### src/rtl/timekeeper_pkg.sv
// Shared widths, limits and channel state encoding for the multi-alarm timekeeper.
package timekeeper_pkg;
    localparam int SEC_W      = 6;
    localparam int MIN_W      = 6;
    localparam int HRS_W      = 5;
    localparam int CNT_W      = 4;
    localparam int SEC_MAX    = 59;
    localparam int MIN_MAX    = 59;
    localparam int HRS_MAX_24 = 23;
    localparam int HRS_MAX_12 = 11;

    typedef enum logic [1:0] {IDLE, ARMED, RINGING, SNOOZED} ch_state_t;

    typedef struct packed {
        logic min_adj;
        logic hrs_adj;
        logic toggle;
    } al_cmd_t;

    function automatic logic [HRS_W-1:0] hrs_inc(input logic [HRS_W-1:0] h,
                                                 input logic [HRS_W-1:0] hmax);
        return (h >= hmax) ? '0 : h + 1'b1;
    endfunction
endpackage

### src/rtl/multi_alarm_timekeeper_if.sv
// Control pulses in, time/alarm status out; clk and reset stay outside.
interface multi_alarm_timekeeper_if #(parameter int NUM_ALARMS = 2);
    import timekeeper_pkg::*;

    logic                        sec_tick;
    logic                        buzz_tick;
    logic                        sec_adj;
    logic                        min_adj;
    logic                        hrs_adj;
    logic [1:0]                  al_sel;
    logic                        al_min_adj;
    logic                        al_hrs_adj;
    logic                        al_toggle;
    logic                        snooze;
    logic                        dismiss;
    logic [SEC_W-1:0]            seconds;
    logic [MIN_W-1:0]            minutes;
    logic [HRS_W-1:0]            hours;
    logic [MIN_W*NUM_ALARMS-1:0] al_minutes;
    logic [HRS_W*NUM_ALARMS-1:0] al_hours;
    logic [NUM_ALARMS-1:0]       al_armed;
    logic [NUM_ALARMS-1:0]       al_ringing;
    logic                        buzzer_out;

    modport master (
        output sec_tick, buzz_tick, sec_adj, min_adj, hrs_adj, al_sel,
               al_min_adj, al_hrs_adj, al_toggle, snooze, dismiss,
        input  seconds, minutes, hours, al_minutes, al_hours,
               al_armed, al_ringing, buzzer_out
    );

    modport slave (
        input  sec_tick, buzz_tick, sec_adj, min_adj, hrs_adj, al_sel,
               al_min_adj, al_hrs_adj, al_toggle, snooze, dismiss,
        output seconds, minutes, hours, al_minutes, al_hours,
               al_armed, al_ringing, buzzer_out
    );
endinterface

### src/rtl/alarm_channel.sv
// One alarm channel: stored alarm time, ring/snooze counters and state machine.
module alarm_channel
    import timekeeper_pkg::*;
#(
    parameter int MODE_24H         = 0,
    parameter int AL_MIN_STEP      = 10,
    parameter int SNOOZE_MIN       = 5,
    parameter int RING_TIMEOUT_MIN = 10
) (
    input  logic             clk,
    input  logic             reset_n,
    input  al_cmd_t          cmd,
    input  logic             snooze,
    input  logic             dismiss,
    input  logic             min_event,
    input  logic [MIN_W-1:0] cur_min,
    input  logic [HRS_W-1:0] cur_hrs,
    output logic [MIN_W-1:0] al_min,
    output logic [HRS_W-1:0] al_hrs,
    output logic             armed,
    output logic             ringing
);
    localparam logic [HRS_W-1:0] HRS_MAX   = (MODE_24H != 0) ? HRS_W'(HRS_MAX_24) : HRS_W'(HRS_MAX_12);
    localparam logic [MIN_W:0]   STEP      = (MIN_W+1)'(AL_MIN_STEP);
    localparam logic [MIN_W:0]   MIN_LIM   = (MIN_W+1)'(MIN_MAX);
    localparam logic [MIN_W:0]   MIN_WRAP  = (MIN_W+1)'(MIN_MAX + 1);
    localparam logic [CNT_W-1:0] RING_LOAD = CNT_W'(RING_TIMEOUT_MIN);
    localparam logic [CNT_W-1:0] SNZ_LOAD  = CNT_W'(SNOOZE_MIN);
    localparam logic [CNT_W-1:0] CNT_ONE   = CNT_W'(1);

    ch_state_t        state_q, state_d;
    logic [CNT_W-1:0] ring_q, ring_d, snz_q, snz_d;
    logic [MIN_W-1:0] amin_q, amin_d;
    logic [HRS_W-1:0] ahrs_q, ahrs_d;
    logic [MIN_W:0]   min_sum, min_wrap;
    logic             hit;

    always_ff @(posedge clk) begin
        if (!reset_n) begin
            state_q <= IDLE;
            ring_q  <= '0;
            snz_q   <= '0;
            amin_q  <= '0;
            ahrs_q  <= '0;
        end else begin
            state_q <= state_d;
            ring_q  <= ring_d;
            snz_q   <= snz_d;
            amin_q  <= amin_d;
            ahrs_q  <= ahrs_d;
        end
    end

    // Alarm time edits are independent of the state machine.
    always_comb begin
        min_sum  = {1'b0, amin_q} + STEP;
        min_wrap = min_sum - MIN_WRAP;
        amin_d   = amin_q;
        ahrs_d   = ahrs_q;
        if (cmd.min_adj) begin
            if (min_sum > MIN_LIM) begin
                amin_d = min_wrap[MIN_W-1:0];
                ahrs_d = hrs_inc(ahrs_q, HRS_MAX);
            end else begin
                amin_d = min_sum[MIN_W-1:0];
            end
        end
        if (cmd.hrs_adj) ahrs_d = hrs_inc(ahrs_d, HRS_MAX);
    end

    // Match against the time the clock is moving to on this edge.
    always_comb begin
        hit     = min_event && (cur_min == amin_q) && (cur_hrs == ahrs_q);
        state_d = state_q;
        ring_d  = ring_q;
        snz_d   = snz_q;
        if (cmd.toggle) begin
            state_d = (state_q == IDLE) ? ARMED : IDLE;
        end else if (dismiss && (state_q == RINGING || state_q == SNOOZED)) begin
            state_d = ARMED;
        end else if (snooze && state_q == RINGING) begin
            state_d = SNOOZED;
            snz_d   = SNZ_LOAD;
        end else if (min_event) begin
            case (state_q)
                ARMED: if (hit) begin
                    state_d = RINGING;
                    ring_d  = RING_LOAD;
                end
                RINGING: begin
                    if (ring_q <= CNT_ONE) begin
                        state_d = ARMED;
                        ring_d  = '0;
                    end else begin
                        ring_d = ring_q - 1'b1;
                    end
                end
                SNOOZED: begin
                    if (snz_q <= CNT_ONE) begin
                        state_d = RINGING;
                        snz_d   = '0;
                        ring_d  = RING_LOAD;
                    end else begin
                        snz_d = snz_q - 1'b1;
                    end
                end
                default: ;
            endcase
        end
    end

    always_comb begin
        armed   = (state_q != IDLE);
        ringing = (state_q == RINGING);
        al_min  = amin_q;
        al_hrs  = ahrs_q;
    end
endmodule

### src/rtl/multi_alarm_timekeeper.sv
// Time-of-day counter with adjust inputs, NUM_ALARMS alarm channels and a gated buzzer.
module multi_alarm_timekeeper
    import timekeeper_pkg::*;
#(
    parameter int NUM_ALARMS       = 2,
    parameter int MODE_24H         = 0,
    parameter int AL_MIN_STEP      = 10,
    parameter int SNOOZE_MIN       = 5,
    parameter int RING_TIMEOUT_MIN = 10
) (
    input logic                     clk,
    input logic                     reset_n,
    multi_alarm_timekeeper_if.slave bus
);
    localparam logic [HRS_W-1:0] HRS_MAX   = (MODE_24H != 0) ? HRS_W'(HRS_MAX_24) : HRS_W'(HRS_MAX_12);
    localparam logic [SEC_W-1:0] SEC_MAX_V = SEC_W'(SEC_MAX);
    localparam logic [MIN_W-1:0] MIN_MAX_V = MIN_W'(MIN_MAX);

    logic [SEC_W-1:0] sec_q, sec_d;
    logic [MIN_W-1:0] min_q, min_d;
    logic [HRS_W-1:0] hrs_q, hrs_d;
    logic             pend_q, pend_d;
    logic             tone_q, buzz_q;
    logic             adj_any, do_tick, min_event;

    logic [NUM_ALARMS-1:0][MIN_W-1:0] ch_min;
    logic [NUM_ALARMS-1:0][HRS_W-1:0] ch_hrs;
    logic [NUM_ALARMS-1:0]            ch_armed, ch_ring;

    // An adjust pulse defers any tick; a tick arriving alongside a pending one
    // keeps the pending bit set so neither is dropped.
    always_comb begin
        adj_any   = bus.sec_adj | bus.min_adj | bus.hrs_adj;
        do_tick   = ~adj_any & (bus.sec_tick | pend_q);
        pend_d    = adj_any ? (pend_q | bus.sec_tick) : (pend_q & bus.sec_tick);
        sec_d     = sec_q;
        min_d     = min_q;
        hrs_d     = hrs_q;
        min_event = 1'b0;
        if (do_tick) begin
            if (sec_q >= SEC_MAX_V) begin
                sec_d     = '0;
                min_event = 1'b1;
                if (min_q >= MIN_MAX_V) begin
                    min_d = '0;
                    hrs_d = hrs_inc(hrs_q, HRS_MAX);
                end else begin
                    min_d = min_q + 1'b1;
                end
            end else begin
                sec_d = sec_q + 1'b1;
            end
        end else begin
            if (bus.sec_adj) sec_d = '0;
            if (bus.min_adj) min_d = (min_q >= MIN_MAX_V) ? '0 : min_q + 1'b1;
            if (bus.hrs_adj) hrs_d = hrs_inc(hrs_q, HRS_MAX);
        end
    end

    always_ff @(posedge clk) begin
        if (!reset_n) begin
            sec_q  <= '0;
            min_q  <= '0;
            hrs_q  <= '0;
            pend_q <= 1'b0;
            tone_q <= 1'b0;
            buzz_q <= 1'b0;
        end else begin
            sec_q  <= sec_d;
            min_q  <= min_d;
            hrs_q  <= hrs_d;
            pend_q <= pend_d;
            if (bus.buzz_tick) tone_q <= ~tone_q;
            buzz_q <= tone_q & (|ch_ring) & ~sec_q[0];
        end
    end

    for (genvar i = 0; i < NUM_ALARMS; i++) begin : g_ch
        al_cmd_t cmd;
        logic    sel;
        assign sel         = (bus.al_sel == 2'(i));
        assign cmd.min_adj = bus.al_min_adj & sel;
        assign cmd.hrs_adj = bus.al_hrs_adj & sel;
        assign cmd.toggle  = bus.al_toggle & sel;

        alarm_channel #(
            .MODE_24H        (MODE_24H),
            .AL_MIN_STEP     (AL_MIN_STEP),
            .SNOOZE_MIN      (SNOOZE_MIN),
            .RING_TIMEOUT_MIN(RING_TIMEOUT_MIN)
        ) u_ch (
            .clk      (clk),
            .reset_n  (reset_n),
            .cmd      (cmd),
            .snooze   (bus.snooze),
            .dismiss  (bus.dismiss),
            .min_event(min_event),
            .cur_min  (min_d),
            .cur_hrs  (hrs_d),
            .al_min   (ch_min[i]),
            .al_hrs   (ch_hrs[i]),
            .armed    (ch_armed[i]),
            .ringing  (ch_ring[i])
        );
    end

    assign bus.seconds    = sec_q;
    assign bus.minutes    = min_q;
    assign bus.hours      = hrs_q;
    assign bus.al_minutes = ch_min;
    assign bus.al_hours   = ch_hrs;
    assign bus.al_armed   = ch_armed;
    assign bus.al_ringing = ch_ring;
    assign bus.buzzer_out = buzz_q;
endmodule

### src/flat_wrapper.sv
// flat-port wrapper written by rule: the top's interface ports become plain ports
module multi_alarm_timekeeper_flat import timekeeper_pkg::*;
#(
    parameter int NUM_ALARMS       = 2,
    parameter int MODE_24H         = 0,
    parameter int AL_MIN_STEP      = 10,
    parameter int SNOOZE_MIN       = 5,
    parameter int RING_TIMEOUT_MIN = 10
)
  (clk, reset_n, bus_sec_tick, bus_buzz_tick, bus_sec_adj, bus_min_adj, bus_hrs_adj, bus_al_sel, bus_al_min_adj, bus_al_hrs_adj, bus_al_toggle, bus_snooze, bus_dismiss, bus_seconds, bus_minutes, bus_hours, bus_al_minutes, bus_al_hours, bus_al_armed, bus_al_ringing, bus_buzzer_out);
  multi_alarm_timekeeper_if #(.NUM_ALARMS(NUM_ALARMS)) bus_i ();
  input logic clk;
  input logic reset_n;
  input wire logic [$bits(bus_i.sec_tick)-1:0] bus_sec_tick;
  input wire logic [$bits(bus_i.buzz_tick)-1:0] bus_buzz_tick;
  input wire logic [$bits(bus_i.sec_adj)-1:0] bus_sec_adj;
  input wire logic [$bits(bus_i.min_adj)-1:0] bus_min_adj;
  input wire logic [$bits(bus_i.hrs_adj)-1:0] bus_hrs_adj;
  input wire logic [$bits(bus_i.al_sel)-1:0] bus_al_sel;
  input wire logic [$bits(bus_i.al_min_adj)-1:0] bus_al_min_adj;
  input wire logic [$bits(bus_i.al_hrs_adj)-1:0] bus_al_hrs_adj;
  input wire logic [$bits(bus_i.al_toggle)-1:0] bus_al_toggle;
  input wire logic [$bits(bus_i.snooze)-1:0] bus_snooze;
  input wire logic [$bits(bus_i.dismiss)-1:0] bus_dismiss;
  output wire logic [$bits(bus_i.seconds)-1:0] bus_seconds;
  output wire logic [$bits(bus_i.minutes)-1:0] bus_minutes;
  output wire logic [$bits(bus_i.hours)-1:0] bus_hours;
  output wire logic [$bits(bus_i.al_minutes)-1:0] bus_al_minutes;
  output wire logic [$bits(bus_i.al_hours)-1:0] bus_al_hours;
  output wire logic [$bits(bus_i.al_armed)-1:0] bus_al_armed;
  output wire logic [$bits(bus_i.al_ringing)-1:0] bus_al_ringing;
  output wire logic [$bits(bus_i.buzzer_out)-1:0] bus_buzzer_out;
  assign bus_i.sec_tick = bus_sec_tick;
  assign bus_i.buzz_tick = bus_buzz_tick;
  assign bus_i.sec_adj = bus_sec_adj;
  assign bus_i.min_adj = bus_min_adj;
  assign bus_i.hrs_adj = bus_hrs_adj;
  assign bus_i.al_sel = bus_al_sel;
  assign bus_i.al_min_adj = bus_al_min_adj;
  assign bus_i.al_hrs_adj = bus_al_hrs_adj;
  assign bus_i.al_toggle = bus_al_toggle;
  assign bus_i.snooze = bus_snooze;
  assign bus_i.dismiss = bus_dismiss;
  assign bus_seconds = bus_i.seconds;
  assign bus_minutes = bus_i.minutes;
  assign bus_hours = bus_i.hours;
  assign bus_al_minutes = bus_i.al_minutes;
  assign bus_al_hours = bus_i.al_hours;
  assign bus_al_armed = bus_i.al_armed;
  assign bus_al_ringing = bus_i.al_ringing;
  assign bus_buzzer_out = bus_i.buzzer_out;
  multi_alarm_timekeeper #(.NUM_ALARMS(NUM_ALARMS), .MODE_24H(MODE_24H), .AL_MIN_STEP(AL_MIN_STEP), .SNOOZE_MIN(SNOOZE_MIN), .RING_TIMEOUT_MIN(RING_TIMEOUT_MIN)) u_core (.clk(clk), .reset_n(reset_n), .bus(bus_i));
endmodule
### config.mk
export PLATFORM = sky130hd
export DESIGN_NAME = multi_alarm_timekeeper_flat
export DESIGN_NICKNAME = d
export VERILOG_FILES = /design/src/rtl/timekeeper_pkg.sv /design/src/rtl/multi_alarm_timekeeper_if.sv /design/src/rtl/alarm_channel.sv /design/src/rtl/multi_alarm_timekeeper.sv /design/src/flat_wrapper.sv
export SDC_FILE = /design/constraint.sdc
export NUM_CORES = 1
export LEC_CHECK = 0
export CAP_MARGIN = 20
export CORE_AREA = 2 2 97 99
export DETAILED_ROUTE_END_ITERATION = 8
export DIE_AREA = 0 0 99 101
export MAX_ROUTING_LAYER = met4
export PLACE_DENSITY = 0.76
export REMOVE_ABC_BUFFERS = 1
export SLEW_MARGIN = 10
export SYNTH_ARGS = -nofsm -noshare
export SYNTH_HDL_FRONTEND = slang
export SYNTH_HIERARCHICAL = 1
export SYNTH_SLANG_ARGS = --single-unit
### constraint.sdc
create_clock -name clk -period 3.6 [get_ports clk]
set_clock_uncertainty 0.15 [all_clocks]
set_input_delay 1.08 -clock clk [delete_from_list [all_inputs] [get_ports clk]]
set_output_delay 1.08 -clock clk [all_outputs]
set_load 0.02 [all_outputs]
### Word-level counts from Yosys, hierarchy flattened

Index checks and enable logic that the tools add are counted.

* eq/ne operators: 21
* bitwise logic cells: 22
* multiplexer cells: 61
* reduce and logical (&&, ||, !) cells: 33
* magnitude comparators: 13
* add/subtract/negate cells: 15

Operators by type and width (count)
* two-way mux 5 bit: 15
* two-way mux 4 bit: 14
* two-way mux 6 bit: 9
* two-way mux 2 bit: 14
* adder 5 x 1 -> 5 bit, second input constant: 5
* >= comparator 5 x 4 -> 1 bit, second input constant: 5
* one-hot mux 4 bit (3 select lines): 2
* != test 5 x 1 -> 1 bit, second input constant: 4
* less-or-equal comparator 4 x 1 -> 1 bit, second input constant: 4
* subtractor 4 x 1 -> 4 bit, second input constant: 4
* adder 6 x 4 -> 7 bit, second input constant: 2
* greater-than comparator 7 x 6 -> 1 bit, second input constant: 2
* AND reduction 7 bit: 2
* nonzero test 2 bit: 7
* adder 6 x 1 -> 6 bit, second input constant: 2
* == test 6 bit: 2
* >= comparator 6 bit, second input constant: 2
* one-hot mux 2 bit (3 select lines): 2
* nonzero test 6 bit: 2
* subtractor 6 bit, second input constant: 2
* AND 1 bit: 10
* == test 5 bit: 2
* != test 5 x 4 -> 1 bit, second input constant: 2
* AND reduction 5 bit: 2
* 14 further kinds: 48

* bits of input ports: 14
* register bits after elaboration: 62
* logic and storage cells: 181

### Longest topological paths before layout

Gate-level depths: netlist of the first run.

* word-level depth: 14
* depth in mapped cells: 13

### Modules after synthesis

Netlist of the first run, hierarchy kept.

Modules (own cells, without submodules)
* alarm_channel at u_core.g_ch[0].u_ch: cells an instance 207, area an instance 1666.6 um^2, times used 1
* alarm_channel at u_core.g_ch[1].u_ch: cells an instance 208, area an instance 1650.3 um^2, times used 1
* multi_alarm_timekeeper: cells an instance 131, area an instance 1096.1 um^2, times used 1

### Worst setup path after synthesis of the first run

No wires, ideal clock.

* kind: input-to-reg
* from: input port bus_sec_tick
* to: register u_core.g_ch[1].u_ch.ring_q[2]
* buffers on the path: 2
* path slack: -185 ps
* stages: 11
* data arrival time: 3565 ps
* cell sequence: or2_1 -> buf_2 -> a31oi_1 -> buf_6 -> mux2_2 -> and4bb_1 -> nand4_1 -> o31ai_4 -> o2111ai_2 -> or4_1 -> a21oi_1

* cells in the longest elaborated chain, start to end: 8
* elaborated cells between the ends (all ways): 11
* those cells by class: eq/ne: 3; mux: 3; bitwise: 2; reduce/logical: 3

Ends and longest elaborated chain
* start: declaration: RTL line flat_wrapper.sv:14 `input wire logic [$bits(bus_i.sec_tick)-1:0] bus_sec_tick;`
* OR 1 bit: RTL line multi_alarm_timekeeper.sv:34 `do_tick = ~adj_any & (bus.sec_tick | pend_q);`
* AND 1 bit: RTL line multi_alarm_timekeeper.sv:34
* two-way mux 6 bit: RTL line multi_alarm_timekeeper.sv:40 `if (do_tick) begin`
* net u_core.min_d[0]: RTL line multi_alarm_timekeeper.sv:20 `logic [MIN_W-1:0] min_q, min_d;`
* == test 6 bit: RTL line alarm_channel.sv:73 `hit = min_event && (cur_min == amin_q) && (cur_hrs == ahrs_q);`
* logical AND 1 bit (2 in a row): RTL line alarm_channel.sv:73
* != test 2 bit (no source line)
* AND reduction 7 bit (no source line)
* end signal: assignment: RTL line alarm_channel.sv:47 `ring_q <= ring_d;`
* end: declaration: RTL line alarm_channel.sv:32 `logic [CNT_W-1:0] ring_q, ring_d, snz_q, snz_d;`

The timed path passes the listed nets, and every way through them passes these cells.
A chain may end at the register's enable or synchronous reset.

### Worst setup path after layout of the first run

* from: input port bus_sec_tick
* to: register u_core.g_ch[1].u_ch.ring_q[2]

* elaborated cells between the ends (all ways): 11
* those cells by class: eq/ne: 3; mux: 3; bitwise: 2; reduce/logical: 3

RTL lines
* OR 1 bit: RTL line multi_alarm_timekeeper.sv:34
* AND 1 bit: RTL line multi_alarm_timekeeper.sv:34
* two-way mux 5 bit: RTL line multi_alarm_timekeeper.sv:40
* net u_core.hrs_d[0]: RTL line multi_alarm_timekeeper.sv:21 `logic [HRS_W-1:0] hrs_q, hrs_d;`
* == test 5 bit: RTL line alarm_channel.sv:73
* logical AND 1 bit: RTL line alarm_channel.sv:73
* != test 2 bit (no source line)
* AND reduction 7 bit (no source line)

The timed path passes the listed nets, and every way through them passes these cells.

==> metrics, run 1 <==
vias in the first global route=approximately 4400; hold wc startpoint=u_core/tone_q; number of enable flip-flop cells after synthesis=0; Tot GR Track Use=24.9%; hold_ws=~0.34 ns; Total Routed Length=13.0 mm; worst rel slew slack=62.2%; DR pass1 iterations=5; Core ar.=roughly 0.009 mm²; Area Growth Syn to Fin=37.0%; Syn Area/Cell=8.08 µm²; IO buf count=55; worst min-delay path class=reg2reg; Die Span X=just under 100 µm; CTS sink count=60; r2r endpoint=u_core/g_ch[1].u_ch/ring_q[2]; area occupied by multi-input gates=0.00320 mm²; DRC=0; critical path required time=3.72 ns; Syn. warnings=6; largest net degree at the start of global routing=36; GPL Wtd Cong=0.924; pwr dens=slightly below 300 mW/mm²; final core utilization=between 60% and 70%; maximum vdd drop=~0.21 mV; CTS tree=yes; detail-routed via count per cell=a little over 6; setup TNS=-0.00318 ns; WP data arrival=around 3.7 ns; Psw=465 µW; ys flop type=dfxtp_1; DIE AREA=0.0100 mm²; num rows=35; cells after synthesis=546; unrepaired setup endpoints after global routing=yes; sequential share of power=39.7%; hold buffer count at CTS=0; placed cell count=750; Crit. End Element=flip-flop; Crit Path Class=in2reg; minimum clock period=3.60 ns; Hold Vio Cnt, Final=0; Final Setup Violations=1; # IOs=58; layout cell share with drive strength beyond 1=24.6%; HPWL Detailed=8.75 mm; grt total ovfl=0; Worst Reg-to-Reg Cells=13; Final WS setup=-0.00318 ns; count of nets after finishing=695; sequential area share after synthesis=27.2%; max-cap violations=0; Seq cells post-synth=60; Worst Path Max Fanout=5; number of H-tree levels=3; clock power share=a little over two fifths; post-route ant nets=0; top-area cell type share of the netlist area=27.2%; flop-to-flop setup slack=~0.11 ns; Die H=just over 100 µm; most frequent cells after synthesis=dfxtp_1, nand2_1, nor2_1; Skew-Pair Late Insertion Delay=0.35 ns; max-slew violations=0; post-synth top area cell=dfxtp_1; Cell Int Power=~1300 µW; Sw Share=26.1%; Netlist cell types=90; Vias=roughly 4700; initial drt markers=about 280; Worst setup SP type=input port; combinational power share=16.4%; Fillers=709; clk buf depth=2; Lkg Pwr=0.00227 µW; Avg WL per Cell=16.7 µm; Pwr Total=1780 µW; worst hold stages=2; final worst-path cycle share=100%; Num CTS Buffers=9; Netlist Area Pre-Place=0.00441 mm²; r2r startpoint=u_core/bus.minutes[0]; first-pass GRT wire length=about 20 mm; ranking of synthesized cells by area=dfxtp_1, xnor2_1, ha_1; initial antenna violation count=0; initial core utilization=49.2%; Reg clk slew, reported paths=about 0.08 ns; most frequent cell after synthesis=dfxtp_1; final std cells w/o fill=around 780; register area=0.00120 mm²; Worst Hold End=u_core/bus.buzzer_out; run status=finished with violations; fmax=278 MHz; ant diodes=0; Root Buffer=clkbuf_8; Slew @ Worst Pin=0.566 ns; Post-synth ARST share=0%; failing checks=negative setup slack
==> power by group through the flow <==
stage / clock, µW / sequential [µW] / combinational (µW)
after global routing: 818 / 711 / 315
final: 783 / 708 / 293
after detailed placement: 0 / 721 / 254
after CTS: 792 / 706 / 264
after floorplan: 0 / 727 / 130
after global placement: 0 / 720 / 246
==> kinds of logic (layout without fill, tap and decap cells) <==
| group | count (synthesis) | in the layout | synth area share (%) |
|---|---|---|---|
| AND/OR/NAND/NOR | 206 | 206 | 25.0 |
| AO/OA/AOI/OAI | 160 | 160 | 26.9 |
| flip-flops | 60 | 60 | 27.2 |
| buffers and inverters | 55 | 176 | 6.07 |
| XOR/XNOR | 31 | 31 | 6.15 |
| adder cells (fa/ha/maj) | 19 | 19 | 5.39 |
| multiplexers | 13 | 13 | 3.18 |
| other | 2 | 2 | 0.170 |
==> critical path: stages <==
cell and delay [ns]:
clkbuf_2 0.10, or2_4 0.26, buf_6 0.14, a41o_4 0.26, buf_6 0.12, nand3b_1 0.13, nand2_2 0.08, buf_4 0.15
xnor2_2 0.17, nand4_1 0.17, o31ai_4 0.32, o2111ai_2 0.15, or4_1 0.42, a21oi_1 0.17
==> repair_timing <==
action                                  CTS  global route
gates resized for setup                  27            51
endpoints found under the setup margin   12            14
endpoints found under the hold margin     0             0
setup buffers                             4             8
pin swaps                                15            19
==> state kept, by name, indices dropped and copies added, names as in the netlist <==
name and cells:
u_core/bus.seconds 6, u_core/bus.minutes 6, u_core/bus.buzzer_out 1, u_core/g_ch.u_ch/al_hrs 10, u_core/g_ch.u_ch/ring_q 8, u_core/pend_q 1
u_core/tone_q 1, u_core/g_ch.u_ch/state_q 4, u_core/g_ch.u_ch/al_min 10, u_core/bus.hours 5, u_core/g_ch.u_ch/snz_q 8
==> worst max path at each step <==
stage	startpoint	endpoint	slack [ns]
after floorplan	bus_sec_tick	u_core/g_ch[1].u_ch/ring_q[2]	-0.34
after global placement	bus_sec_adj	u_core/g_ch[1].u_ch/ring_q[2]	-0.65
after CTS	bus_min_adj	u_core/g_ch[1].u_ch/ring_q[2]	0.004
after detailed placement	bus_sec_adj	u_core/g_ch[1].u_ch/ring_q[2]	-0.75
after global routing	bus_min_adj	u_core/g_ch[0].u_ch/ring_q[0]	-0.11
final	bus_sec_tick	u_core/g_ch[1].u_ch/ring_q[2]	-0.003
==> per-layer routing <==
layer  track usage (%)  vias up  part of all wire (%)
li1                  -     2240                     -
met2              42.6      187                    50
met5                 -        -                     0
met4              7.38        0                   2.2
met3              4.23       34                   5.3
met1              30.2     2245                    43
==> per-stage QoR <==
stage | setup slack [ns] | cell area, µm²
after floorplan | -0.339 | 4270
after global placement | -0.648 | 5420
after detailed placement | -0.748 | 5420
after CTS | 0.00410 | 5780
after global routing | -0.111 | 6050
final | -0.00318 | 6050
==> area by class of cell <==
type | count | share of cell area (%)
Inverter | 33 | 2.05
Clock buffer | 12 | 2.57
Tap cell | 111 | 2.30
Timing Repair Buffer | 127 | 18.7
Sequential cell | 60 | 19.9
Clock inverter | 4 | 1.57
Multi-Input combinational cell | 431 | 53.0
==> layout by cell type, fill, tap and decap left out, types with 12 or more instances in the layout <==
cell type / n
nor2_1: 41
and2_1: 15
buf_4: 63
inv_1: 31
o21ai_0: 26
clkdlybuf4s50_1: 51
nor3_1: 16
ha_1: 18
xnor2_1: 21
nand3_1: 12
dfxtp_1: 60
nand2_1: 44
a21oi_1: 32
No activity file was read; power rests on OpenSTA's default activity.
==> run 2, diff against run 1 <==
--- a/config.mk
+++ b/config.mk
@@ -6,14 +6,13 @@
 export NUM_CORES = 1
 export LEC_CHECK = 0
 export CAP_MARGIN = 20
-export CORE_AREA = 2 2 97 99
+export CORE_AREA = 2 2 95 97
 export DETAILED_ROUTE_END_ITERATION = 8
-export DIE_AREA = 0 0 99 101
+export DIE_AREA = 0 0 97 99
 export MAX_ROUTING_LAYER = met4
-export PLACE_DENSITY = 0.76
+export PLACE_DENSITY = 0.75
 export REMOVE_ABC_BUFFERS = 1
 export SLEW_MARGIN = 10
 export SYNTH_ARGS = -nofsm -noshare
 export SYNTH_HDL_FRONTEND = slang
-export SYNTH_HIERARCHICAL = 1
 export SYNTH_SLANG_ARGS = --single-unit
==> run 2 against run 1 <==
Net effect: the run now ends clean; final cell count down 5.7%; die area down 4.0%; utilization down 5.7 points; clock power down 30%; non-clock buffer count down 30; global-route usage down 1.8 points; sequential share of layout area up 2.9 points; critical path type unchanged.
==> metrics, run 2 <==
num rows=34; Die Span X=97 µm; Netlist Area Pre-Place=0.00419 mm²; Avg WL per Cell=15.4 µm; first-pass GRT wire length=approximately 18 mm; # IOs=58; WP data arrival=3.55 ns; cells after synthesis=between 500 and 600; Final Setup Violations=0; GPL Wtd Cong=around 0.96; minimum clock period=about 3.5 ns; placed cell count=~700; number of enable flip-flop cells after synthesis=0; clock power share=37.2%; hold_ws=0.313 ns; Crit Path Class=in2reg; top-area cell type share of the netlist area=28.7%; detail-routed via count per cell=5.94; grt total ovfl=0; initial antenna violation count=0; final std cells w/o fill=734; sequential share of power=47.6%; max-cap violations=0; HPWL Detailed=8.37 mm; clk buf depth=2; ranking of synthesized cells by area=dfxtp_1, ha_1, nor2_1; Skew-Pair Late Insertion Delay=0.34 ns; DIE AREA=0.00960 mm²; commonest non-fill, non-tap cell in the layout=nor2_1; Worst setup SP type=input port; r2r endpoint=u_core.g_ch[1].u_ch.ring_q[2]; CTS sink count=60; pwr dens=281 mW/mm²; Root Buffer=clkbuf_8; fmax=286 MHz; initial core utilization=between 40% and 50%; initial drt markers=215; CTS tree=yes; Worst Path Max Fanout=4; max-slew violations=0; Syn Area/Cell=7.72 µm²; Reg clk slew, reported paths=around 0.070 ns; worst rel slew slack=~60%; DRC=0; flop-to-flop setup slack=between 0.3 and 0.4 ns; critical path required time=3.65 ns; hold buffer count at CTS=0; final core utilization=between 60% and 70%; Tot GR Track Use=23.1%; Area Growth Syn to Fin=25.9%; Syn. warnings=0; IO buf count=55; run status=completed; Sw Share=28.2%; most frequent cells after synthesis=nor2_1, dfxtp_1, nand2_1; Core ar.=approximately 0.0086 mm²; Cell Int Power=about 1100 µW; Seq cells post-synth=60; ant diodes=0; combinational power share=15.3%; number of H-tree levels=3; crit path to=u_core.g_ch[1].u_ch.ring_q[2]; Hold Vio Cnt, Final=0; count of nets after finishing=655; r2r startpoint=u_core.bus.minutes[0]; sequential area share after synthesis=~29%; Worst Reg-to-Reg Cells=10; Vias=4363; most frequent cells in the layout=nor2_1, dfxtp_1, clkdlybuf4s50_1, nand2_1, buf_4; ys flop type=dfxtp_1; hold wc startpoint=u_core.tone_q; Total Routed Length=11.3 mm; most frequent cell after synthesis=nor2_1; final instance area=0.00528 mm²; Num CTS Buffers=9; post-synth top area cell=dfxtp_1; Netlist cell types=72; layout cell share with drive strength beyond 1=13.3%; Post-synth ARST share=0%; Lkg Pwr=approximately 0.0020 µW; Slew @ Worst Pin=approximately 0.57 ns; vias in the first global route=3833; largest net degree at the start of global routing=33; final worst-path cycle share=between 90% and 100%; DR pass1 iterations=5; Critical Path Start=bus_sec_tick; Psw=418 µW; Die H=between 90 and 100 µm; worst min-delay path class=reg2reg; maximum vdd drop=0.200 mV; Crit. End Element=flip-flop; post-route ant nets=0; total placed instance area=slightly above 0.005 mm²
## run 2: worst max-delay path: stages
cell	delay [ns]
clkdlybuf4s50_1	0.42
or2_4	0.27
a41oi_4	0.17
buf_4	0.17
mux2i_1	0.39
xnor2_1	0.14
nor4_1	0.33
nand4_1	0.24
a21boi_2	0.24
a211oi_1	0.10
## run 2: power by group through the flow
stage	Combinational (µW)	Sequential (µW)	Clock, µW
3_3_place_gp	213	718	0
6_report	226	704	551
4_1_cts	221	703	562
3_5_place_dp	218	718	0
5_1_grt	242	706	589
2_1_floorplan	111	724	0
## run 2: through the flow
stage / total power (µW) / TNS (ns) / worst slack (ns)
final: 1480 / 0 / 0.104
after CTS: 1490 / 0 / 0.0133
after detailed placement: 937 / -5.29 / -0.423
after floorplan: 835 / 0 / 0.211
after global placement: 931 / -4.37 / -0.364
after global routing: 1540 / -0.0375 / -0.0226
## run 2: worst min-delay path by stage
stage	end	slack [ns]	depth (start not counted)
after floorplan	u_core.bus.buzzer_out	0.28	2
after global placement	u_core.g_ch[0].u_ch.ring_q[3]	0.30	2
after detailed placement	u_core.bus.buzzer_out	0.31	2
after CTS	u_core.bus.buzzer_out	0.32	2
after global routing	u_core.bus.buzzer_out	0.34	2
final	u_core.bus.buzzer_out	0.31	2
## run 2: logic make-up (layout without fill, tap and decap cells)
group,Yosys count,count (layout),share of synthesized area [%]
AOI/OAI and AO/OA,162,162,26.9
adders and majority gates,20,20,5.91
other,1,2,0.0895
muxes,10,10,2.60
and+or+nand+nor,205,205,24.2
buffers and inverters,57,139,5.73
xor gates and xnor gates,28,28,5.85
DFF,60,60,28.7
## run 2: routing by layer
layer	track usage, %	part of all wire (%)
met4	7.80	1.6
met1	30.2	46
met3	3.19	5.5
met5	-	0
met2	37.0	47
## run 2: final cells by class
class / count / area, µm²
sequential: 60 / 1200
timing repair buffer: 97 / 862
tap: 108 / 135
multi-input combinational: 427 / 2800
fill: 752 / 3280
clock buffer: 11 / 151
inverter: 27 / 101
clock inverter: 4 / 25.0
## run 2: what timing repair did
action / CTS / global route
gates resized for setup: 7 / 4
endpoints found under the setup margin: 6 / 9
gates cloned: 0 / 0
pin swaps: 6 / 4
hold endpoints to repair: 0 / 0
setup buffers: 1 / 2
